### src/rtl/mem_stage_nb.sv
// mem_stage_nb: MEM pipeline stage for a non-blocking data SRAM.
// Holds one instruction and waits for its data_ok. Buffers the response
// while WB back-pressures, then extracts and extends load data. After a WB
// exception flush it counts and drops responses still owed to cancelled
// instructions.
module mem_stage_nb #(
  parameter int XLEN   = 32,
  parameter int EXC_W  = 82,
  parameter int DROP_W = 2
) (
  input  logic             clk,
  input  logic             resetn,
  input  logic             es2ms_valid,
  output logic             ms_allowin,
  input  logic [XLEN-1:0]  es_pc,
  input  logic [EXC_W-1:0] es_exc,
  input  logic [1:0]       es_ld_size,
  input  logic             es_ld_unsigned,
  input  logic             es_res_from_mem,
  input  logic             es_mem_req,
  input  logic             es_req_outstanding,
  input  logic             es_rf_we,
  input  logic [4:0]       es_rf_waddr,
  input  logic             es_csr_re,
  input  logic [XLEN-1:0]  es_alu_result,
  input  logic             data_sram_data_ok,
  input  logic [XLEN-1:0]  data_sram_rdata,
  input  logic             ws_allowin,
  output logic             ms2ws_valid,
  output logic [XLEN-1:0]  ms_pc,
  output logic [EXC_W-1:0] ms_exc,
  output logic             ms_rf_we,
  output logic [4:0]       ms_rf_waddr,
  output logic [XLEN-1:0]  ms_rf_wdata,
  output logic             ms_fwd_we,
  output logic             ms_fwd_csr_re,
  output logic             ms_fwd_pending,
  output logic             ms_ex,
  input  logic             wb_ex
);

  localparam int OFF_W = $clog2(XLEN / 8);

  typedef enum logic [1:0] {
    S_EMPTY = 2'd0,
    S_WAIT  = 2'd1,
    S_READY = 2'd2
  } state_t;

  state_t             state_q, state_d;
  logic [DROP_W-1:0]  drop_cnt_q, drop_cnt_d;
  logic [XLEN-1:0]    rdata_buf_q, rdata_buf_d;
  logic [XLEN-1:0]    pc_q, pc_d;
  logic [EXC_W-1:0]   exc_q, exc_d;
  logic [1:0]         ld_size_q, ld_size_d;
  logic               ld_uns_q, ld_uns_d;
  logic               res_from_mem_q, res_from_mem_d;
  logic               rf_we_q, rf_we_d;
  logic [4:0]         rf_waddr_q, rf_waddr_d;
  logic               csr_re_q, csr_re_d;
  logic [XLEN-1:0]    alu_result_q, alu_result_d;

  logic            ms_valid, in_wait, drop_nz, own_ok, ms_ready_go, accept, handoff;
  logic [XLEN-1:0] load_src, load_shifted, load_ext_data;

  // Load extension: keep the low 8/16/32/64 bits and fill above with the
  // field sign bit, or zeros for unsigned loads. Size 3 is word when XLEN=32.
  function automatic logic [XLEN-1:0] load_ext(input logic [XLEN-1:0] v,
                                               input logic [1:0]      sz,
                                               input logic            uns);
    logic [XLEN-1:0] r;
    logic            sgn;
    int              w;
    case (sz)
      2'd0: begin w = 8;  sgn = v[7];  end
      2'd1: begin w = 16; sgn = v[15]; end
      2'd2: begin w = 32; sgn = v[31]; end
      default: begin
        if (XLEN == 64) begin w = XLEN; sgn = v[XLEN-1]; end
        else            begin w = 32;   sgn = v[31];     end
      end
    endcase
    for (int i = 0; i < XLEN; i++) begin
      r[i] = (i < w) ? v[i] : (sgn & ~uns);
    end
    return r;
  endfunction

  assign ms_valid    = (state_q != S_EMPTY);
  assign in_wait     = (state_q == S_WAIT);
  assign drop_nz     = (drop_cnt_q != '0);
  assign own_ok      = data_sram_data_ok & ~drop_nz & in_wait;
  assign ms_ready_go = (state_q == S_READY) | own_ok;
  assign handoff     = ms_ready_go & ws_allowin;
  assign ms_allowin  = (state_q == S_EMPTY) | handoff;
  assign accept      = es2ms_valid & ms_allowin & ~wb_ex;

  // Next-state logic; a flush wins over everything, a new accept over handoff.
  always_comb begin
    state_d = state_q;
    if (wb_ex) begin
      state_d = S_EMPTY;
    end else if (accept) begin
      state_d = es_mem_req ? S_WAIT : S_READY;
    end else if (handoff) begin
      state_d = S_EMPTY;
    end else if (own_ok) begin
      state_d = S_READY;
    end
  end

  // Discard counter: on flush, add responses owed to the cancelled entry and
  // to EXE's in-flight request; each dropped data_ok counts one down.
  always_comb begin
    drop_cnt_d = drop_cnt_q;
    if (wb_ex) begin
      drop_cnt_d = drop_cnt_q
                 - DROP_W'(data_sram_data_ok & drop_nz)
                 + DROP_W'(in_wait & ~own_ok)
                 + DROP_W'(es_req_outstanding);
    end else if (data_sram_data_ok & drop_nz) begin
      drop_cnt_d = drop_cnt_q - DROP_W'(1);
    end
  end

  // Payload capture on accept, response capture on own data_ok.
  always_comb begin
    pc_d           = pc_q;
    exc_d          = exc_q;
    ld_size_d      = ld_size_q;
    ld_uns_d       = ld_uns_q;
    res_from_mem_d = res_from_mem_q;
    rf_we_d        = rf_we_q;
    rf_waddr_d     = rf_waddr_q;
    csr_re_d       = csr_re_q;
    alu_result_d   = alu_result_q;
    rdata_buf_d    = rdata_buf_q;
    if (accept) begin
      pc_d           = es_pc;
      exc_d          = es_exc;
      ld_size_d      = es_ld_size;
      ld_uns_d       = es_ld_unsigned;
      res_from_mem_d = es_res_from_mem;
      rf_we_d        = es_rf_we;
      rf_waddr_d     = es_rf_waddr;
      csr_re_d       = es_csr_re;
      alu_result_d   = es_alu_result;
    end
    if (own_ok) begin
      rdata_buf_d = data_sram_rdata;
    end
  end

  // State and payload registers.
  always_ff @(posedge clk or negedge resetn) begin
    if (!resetn) begin
      state_q        <= S_EMPTY;
      drop_cnt_q     <= '0;
      rdata_buf_q    <= '0;
      pc_q           <= '0;
      exc_q          <= '0;
      ld_size_q      <= '0;
      ld_uns_q       <= 1'b0;
      res_from_mem_q <= 1'b0;
      rf_we_q        <= 1'b0;
      rf_waddr_q     <= '0;
      csr_re_q       <= 1'b0;
      alu_result_q   <= '0;
    end else begin
      state_q        <= state_d;
      drop_cnt_q     <= drop_cnt_d;
      rdata_buf_q    <= rdata_buf_d;
      pc_q           <= pc_d;
      exc_q          <= exc_d;
      ld_size_q      <= ld_size_d;
      ld_uns_q       <= ld_uns_d;
      res_from_mem_q <= res_from_mem_d;
      rf_we_q        <= rf_we_d;
      rf_waddr_q     <= rf_waddr_d;
      csr_re_q       <= csr_re_d;
      alu_result_q   <= alu_result_d;
    end
  end

  // Load data path: buffered data once READY, bypassed SRAM data otherwise.
  always_comb begin
    load_src      = (state_q == S_READY) ? rdata_buf_q : data_sram_rdata;
    load_shifted  = load_src >> {alu_result_q[OFF_W-1:0], 3'b000};
    load_ext_data = load_ext(load_shifted, ld_size_q, ld_uns_q);
  end

  assign ms2ws_valid    = ms_valid & ms_ready_go;
  assign ms_pc          = pc_q;
  assign ms_exc         = exc_q;
  assign ms_rf_we       = rf_we_q;
  assign ms_rf_waddr    = rf_waddr_q;
  assign ms_rf_wdata    = res_from_mem_q ? load_ext_data : alu_result_q;
  assign ms_fwd_we      = ms_valid & rf_we_q;
  assign ms_fwd_csr_re  = ms_valid & csr_re_q;
  assign ms_fwd_pending = in_wait & ~own_ok;
  assign ms_ex          = ms_valid & (|exc_q);

endmodule

### config.mk
export PLATFORM = sky130hd
export DESIGN_NAME = mem_stage_nb
export DESIGN_NICKNAME = d
export VERILOG_FILES = /design/src/rtl/mem_stage_nb.sv
export SDC_FILE = /design/constraint.sdc
export NUM_CORES = 1
export LEC_CHECK = 0
export BUFFER_PORTS_ARGS = -buffer_cell sky130_fd_sc_hd__buf_4
export CAP_MARGIN = 20
export CORE_UTILIZATION = 30
export DETAILED_ROUTE_END_ITERATION = 6
export PLACE_DENSITY = 0.59
export SYNTH_ARGS = -nofsm -noshare
export SYNTH_HDL_FRONTEND = slang
export SYNTH_SLANG_ARGS = --single-unit
### constraint.sdc
create_clock -name clk -period 6.2 [get_ports clk]
set_input_delay 0.31 -clock clk [delete_from_list [all_inputs] [get_ports clk]]
set_output_delay 0.31 -clock clk [all_outputs]
set_load 0.01 [all_outputs]
==> results of run 1 <==
## power groups by stage
stage	clock network (mW)	registers [mW]	logic (mW)
global route	1.15	1.92	1.70
global placement	0	1.88	1.58
detailed placement	0	1.89	1.60
CTS	1.10	1.87	1.60
floorplan	0	1.90	0.764
finish	1.07	1.87	1.58
## stage by stage
step	instance area [µm²]	utilization, %	worst slack, ns
finish	12490	43.06	2.686
global route	12490	43.05	2.491
CTS	12490	43.04	2.733
detailed placement	11920	41.10	3.193
global placement	11920	41.10	3.202
floorplan	8944	-	4.065
## area by class of cell
cell class | count | area share, %
Antenna cell | 2 | 0.04006
Timing Repair Buffer | 362 | 21.92
Clock inverter | 14 | 1.002
Multi-Input combinational cell | 415 | 30.62
Tap cell | 384 | 3.846
Sequential cell | 193 | 38.66
Clock buffer | 18 | 3.435
Inverter | 16 | 0.4807
## registers in the layout, summed over array words and instances (netlist names)
register and count:
alu_result_q 32, ms_exc 82, ms_pc 32, ms_rf_we 1, ms_rf_waddr 5, rdata_buf_q 32, ld_uns_q 1, ld_size_q 2
drop_cnt_q 2, res_from_mem_q 1, state_q 2, csr_re_q 1
## metal layers
layer  vias up  global-route usage (%)  wire [µm]
met5         -                       0          0
met4         0                   5.761        457
met3        31                   7.768       2924
met2       291                   31.43      14310
met1      3336                   21.96      11070
li1       3126                       -          -
## Yosys cell counts, types with 5 or more instances
cell,n,share of area (%)
dfrtp_1,193,54
mux2_1,100,13
mux2_2,90,11
mux2i_1,38,4.3
nand2_1,32,1.3
nor4_1,21,1.5
buf_2,20,1.1
nor2_1,16,0.67
inv_1,15,0.63
nand3_1,11,0.62
a21oi_1,10,0.56
clkbuf_1,9,0.38
o221ai_1,9,0.88
nor2b_1,7,0.49
o21ai_1,7,0.39
a222oi_1,6,0.67
a32oi_1,6,0.59
o21ai_0,6,0.34
buf_1,5,0.21
mux4_2,5,1.3
## worst max path at each step
stage,end,from,slack (ns),depth (start not counted)
2_1_floorplan,ms_rf_wdata[9],state_q[0],4.06,7
3_3_place_gp,alu_result_q[31],drop_cnt_q[0],3.20,8
3_5_place_dp,ms_exc[41],drop_cnt_q[0],3.19,8
4_1_cts,ms_rf_wdata[21],res_from_mem_q,2.73,5
5_1_grt,ms_rf_wdata[21],res_from_mem_q,2.49,5
6_report,ms_rf_wdata[21],res_from_mem_q,2.69,5
## critical path, cell delays in order (launching register included)
cell	delay [ns]
dfrtp_1	0.74
inv_1	0.60
nor3_1	0.91
a32oi_1	0.23
nand3_1	0.15
buf_4	0.14
## repair_timing
action | in CTS | in global routing
setup endpoints to repair | 0 | 0
endpoints found under the hold margin | 63 | 0
hold buffers | 1 | 0
buffers inserted | 0 | 0
## cells by family after synthesis
group,Yosys count,synth area share (%)
mux,233,29.43
flops,193,54.00
simple gates,116,7.009
compound gates,59,5.288
buf+inv,56,3.330
fa+ha+maj,4,0.6436
xor+xnor,3,0.2938
==> flow_metrics.env, run 1 <==
export IMPL_cts_root_buffer_cell="clkbuf_16"
export IMPL_grt_pass1_vias=7146
export IMPL_antenna_found_initial=2
export IMPL_starting_density_of_the_core_pct=30.83
export IMPL_vias=6784
export IMPL_yosys_most_used_dff="dfrtp_1"
export IMPL_post_place_cells=1369
export IMPL_fraction_of_final_layout_cells_with_drive_strength_greater_than_1_pct=49.12
export IMPL_firstDrtPassIters=6
export IMPL_globalRouteTotalUtil_pct=18.83
export IMPL_timing_reg2reg_setup_slack_ns=3.15
export IMPL_rsz0062_at_grt="false"
export IMPL_drt_vias_per_instance=4.832
export IMPL_run_status="completed"
export IMPL_drc=0
export IMPL_postSynthNetCount=865
export IMPL_timing_setup_tns_ns=0
export IMPL_power_density_over_the_cells_nw_per_um2=361.6
export IMPL_ctsHtreeMaxLevel=4
export IMPL_holdCritStartpoint="es_exc[68]"
export IMPL_most_common_layout_cells="buf_4, dfrtp_1, mux2_1"
export IMPL_placement_io_buffers=354
export IMPL_share_of_synthesized_flip_flops_with_an_asynchronous_set_or_reset_pct=100.0
export IMPL_clock_tree_from_tritoncts="yes"
export IMPL_ff_latch_area_um2=4830
export IMPL_rows=62
export IMPL_layout_area_overhead_vs_synth_pct=39.69
export IMPL_hold_class="in2reg"
export IMPL_worst_slew_pin_slew_ns=0.9627
export IMPL_drt_iter0_markers=391
export IMPL_wire_per_inst_um=20.49
export IMPL_finalCritPeriodShare_pct=56.68
export IMPL_synthesis_area_per_instance_um2=13.47
export IMPL_die_h_um=174.7
export IMPL_critPathKind="reg2out"
export IMPL_ys_types=52
export IMPL_crit_path_start_kind="flop"
export IMPL_clk_pin_slew_ns=0.08
export IMPL_finClkSkew_ns=0.01005
export IMPL_power_switching_mw=1.535
export IMPL_ys_seq_elements=193
export IMPL_setup_worst_path_end_class="primary output"
export IMPL_power_clock_fraction_pct=23.6
export IMPL_report_final_hold_viol_count=0
export IMPL_grt_ovfl_total=0
export IMPL_synth_edff_count=0
export IMPL_die_width_um=174.7
export IMPL_power_sequential_fraction_pct=41.4
export IMPL_nets=1206
export IMPL_timing_final_max_slew_violations=0
export IMPL_die_area_um2=30510
export IMPL_static_leakage_power_nw=5.829
export IMPL_worst_r2r_path_depth=8
export IMPL_required_ns=5.89
export IMPL_final_period_minus_worst_setup_slack_ns=3.514
export IMPL_power_switching_fraction_pct=33.98
export IMPL_synthCells=664
export IMPL_instances_no_fill=1404
export IMPL_fillerInstances=2785
export IMPL_max_clock_path_buffers=2
export IMPL_ios=355
export IMPL_fin_hold_ws_ns=0.07783
export IMPL_post_layout_total_power_mw=4.517
export IMPL_relSlewSlack_pct=35.82
export IMPL_reg2reg_from="drop_cnt_q[0]"
export IMPL_gp_congestion=0.8459
export IMPL_wl_mm=28.77
export IMPL_hold_path_end="ms_exc[68]"
export IMPL_synth_area_um2=8944
export IMPL_post_dp_hpwl_mm=21.91
export IMPL_core_um2=29010
export IMPL_power_share_combinational_pct=35.0
export IMPL_max_cap_violations=0
export IMPL_footprint_of_the_multi_input_gates_um2=3825
export IMPL_setup_viol=0
export IMPL_reg2reg_end="res_from_mem_q"
export IMPL_max_freq_mhz=284.6
export IMPL_cts_resized=0
export IMPL_worstSkewPairLatency_ns=0.44
export IMPL_synth_seq_area_share_pct=54.00
export IMPL_total_of_warnings_raised_by_yosys=0
export IMPL_antenna_violating_nets_post_route=0
export IMPL_pin_count_of_the_biggest_net_entering_global_routing=139
export IMPL_critical_path_arrival_ns=3.20
export IMPL_final_common_cell="buf_4"
export IMPL_numClockSinks=193
export IMPL_grt_first_pass_wirelength_mm=43.17
export IMPL_cp_max_fo=29
export IMPL_vdd_ir_drop_max_uv=155.3
export IMPL_cts_made_buffers=17
export IMPL_hold_depth=2
export IMPL_intPower_mw=2.982
No activity file was read; power rests on OpenSTA's default activity.
==> inputs of run 2 (changes only) <==
clock period = 3.5 ns   (was 6.2 ns; I/O delays follow)
==> run 2 against run 1 <==
First-iteration DRC count is 1.3% lower. Critical path type unchanged. Setup slack worse by 2.2 ns. Die area stayed put. Final area is 16% higher. Global-route usage is 1.8 points higher. Clock-buffer cell count stayed put. Via count is 13% higher. Power is 86% higher.
==> flow_metrics.env, run 2 (same netlist as run 1, synthesis figures left out) <==
export IMPL_cts_root_buffer_cell="clkbuf_16"
export IMPL_timing_setup_tns_ns=0
export IMPL_worstSkewPairLatency_ns=0.45
export IMPL_die_area_um2=30510
export IMPL_footprint_of_the_multi_input_gates_um2=3825
export IMPL_setup_viol=0
export IMPL_post_dp_hpwl_mm=22.26
export IMPL_pin_count_of_the_biggest_net_entering_global_routing=104
export IMPL_die_width_um=174.7
export IMPL_final_period_minus_worst_setup_slack_ns=3.043
export IMPL_ctsHtreeMaxLevel=4
export IMPL_grt_pass1_vias=8311
export IMPL_instances_no_fill=1601
export IMPL_grt_first_pass_wirelength_mm=48.02
export IMPL_rows=62
export IMPL_fillerInstances=2563
export IMPL_timing_final_max_slew_violations=0
export IMPL_nets=1404
export IMPL_post_place_cells=1377
export IMPL_max_cap_violations=0
export IMPL_max_clock_path_buffers=2
export IMPL_worst_slew_pin_slew_ns=0.8846
export IMPL_postCtsSetupBuffers=0
export IMPL_fraction_of_final_layout_cells_with_drive_strength_greater_than_1_pct=41.86
export IMPL_most_common_layout_cells="buf_4, dfrtp_1, dlygate4sd3_1"
export IMPL_report_final_hold_viol_count=0
export IMPL_timing_critical_path_max_delay_family="simple AND/OR/NAND/NOR gates"
export IMPL_relSlewSlack_pct=41.03
export IMPL_dpl_worst_slack_ns=0.9465
export IMPL_vias=7667
export IMPL_crit_path_max_incr_delay_ns=0.62
export IMPL_drt_vias_per_instance=4.789
export IMPL_crit_chain="nand2b_1, mux2i_1, nor3_1, a21oi_1, nand3_1, buf_4"
export IMPL_critPathKind="reg2out"
export IMPL_ios=355
export IMPL_numClockSinks=193
export IMPL_run_status="completed"
export IMPL_grt_ovfl_total=0
export IMPL_starting_density_of_the_core_pct=30.83
export IMPL_rsz0062_at_grt="false"
export IMPL_drt_iter0_markers=386
export IMPL_fin_hold_ws_ns=0.03524
export IMPL_gp_congestion=0.8484
export IMPL_final_critical_path_setup_slack_ns=0.4571
export IMPL_power_density_over_the_cells_nw_per_um2=577.2
export IMPL_clk_pin_slew_ns=0.07
export IMPL_die_h_um=174.7
export IMPL_firstDrtPassIters=5
export IMPL_antenna_found_initial=2
export IMPL_clock_tree_from_tritoncts="yes"
export IMPL_wire_per_inst_um=19.52
export IMPL_finalCritPeriodShare_pct=86.94
export IMPL_cp_buffers_inverters=1
export IMPL_static_leakage_power_nw=6.696
export IMPL_drc=0
export IMPL_critical_path_arrival_ns=2.87
export IMPL_final_common_cell="buf_4"
export IMPL_setup_worst_path_end_class="primary output"
export IMPL_required_ns=3.32
export IMPL_antenna_violating_nets_post_route=0
export IMPL_post_layout_total_power_mw=8.388
export IMPL_slowest_stage="a21oi_1"
export IMPL_vdd_ir_drop_max_uv=318.2
export IMPL_globalRouteTotalUtil_pct=20.60
export IMPL_max_freq_mhz=328.6
export IMPL_layout_area_overhead_vs_synth_pct=62.49
export IMPL_placement_io_buffers=354
export IMPL_core_um2=29010
export IMPL_finClkSkew_ns=0.02071
export IMPL_cp_max_fo=9
export IMPL_wl_mm=31.25
export IMPL_cts_made_buffers=17
export IMPL_hold_class="in2reg"
export IMPL_crit_path_start_kind="flop"
export IMPL_largest_reg_flops=82
export IMPL_ff_latch_area_um2=4830
run 2: cell types whose count changed in the layout (fill, tap and decap cells not counted):
cell	previous run	this run
dlygate4sd3_1	1	191
buf_4	359	366
clkinv_8	1	7
clkinv_2	2	0
clkinv_4	3	1
clkinvlp_4	2	0
inv_8	2	0
buf_12	1	2
clkbuf_1	1	0
clkbuf_8	1	2
diode_2	2	1
inv_12	0	1
inv_6	4	5
run 2: cell type report:
type	count	area share [%]
Antenna cell	1	0.01722
Clock buffer	18	3.022
Clock inverter	14	1.257
Inverter	16	0.4133
Multi-Input combinational cell	415	26.32
Sequential cell	193	33.23
Tap cell	384	3.306
Timing Repair Buffer	560	32.43
run 2: metrics by stage:
stage | instance area [µm²] | util (%)
3_5_place_dp | 12000 | 41.35
6_report | 14530 | 50.09
4_1_cts | 14530 | 50.08
5_1_grt | 14530 | 50.08
3_3_place_gp | 12000 | 41.35
2_1_floorplan | 8944 | -
run 2: routing by layer:
layer  vias up  share of wire, %  GRT usage (%)
met5         -             0.054              0
met4         2               3.2          7.826
met3        47               6.9          6.332
met2       290                50          35.12
met1      3809                40          24.20
li1       3519                 -              -
run 2: path summary, 6_finish.rpt:
path | start | end | slack [ns] | cells after the start
min in group asynchronous | resetn | rdata_buf_q[19] | 0.34 | 2
max reg2reg | drop_cnt_q[0] | ms_rf_waddr[3] | 1.10 | 7
max | state_q[0] | ms_rf_wdata[18] | 0.46 | 6
max in group asynchronous | resetn | alu_result_q[29] | 2.14 | 3
min reg2reg | ms_pc[24] | ms_pc[24] | 0.49 | 1
min | es_mem_req | state_q[0] | 0.04 | 3
run 2: report_power, final:
group / internal (mW) / switching (mW)
clock: 0.996 / 1.05
sequential: 2.85 / 0.484
combinational: 1.65 / 1.36
run 2: what timing repair did:
action,4_1_cts,5_1_grt
hold buffers,191,0
resized for setup,0,0
endpoints found under the hold margin,269,0
endpoints found under the setup margin,0,0
run 2: worst register-to-register path, stage by stage (launching register included):
cell,delay (ns)
dfrtp_1,0.43
inv_1,0.08
ha_1,0.18
nand4b_1,0.18
o22ai_4,0.24
nand3b_4,0.33
buf_12,0.37
mux2_1,0.49
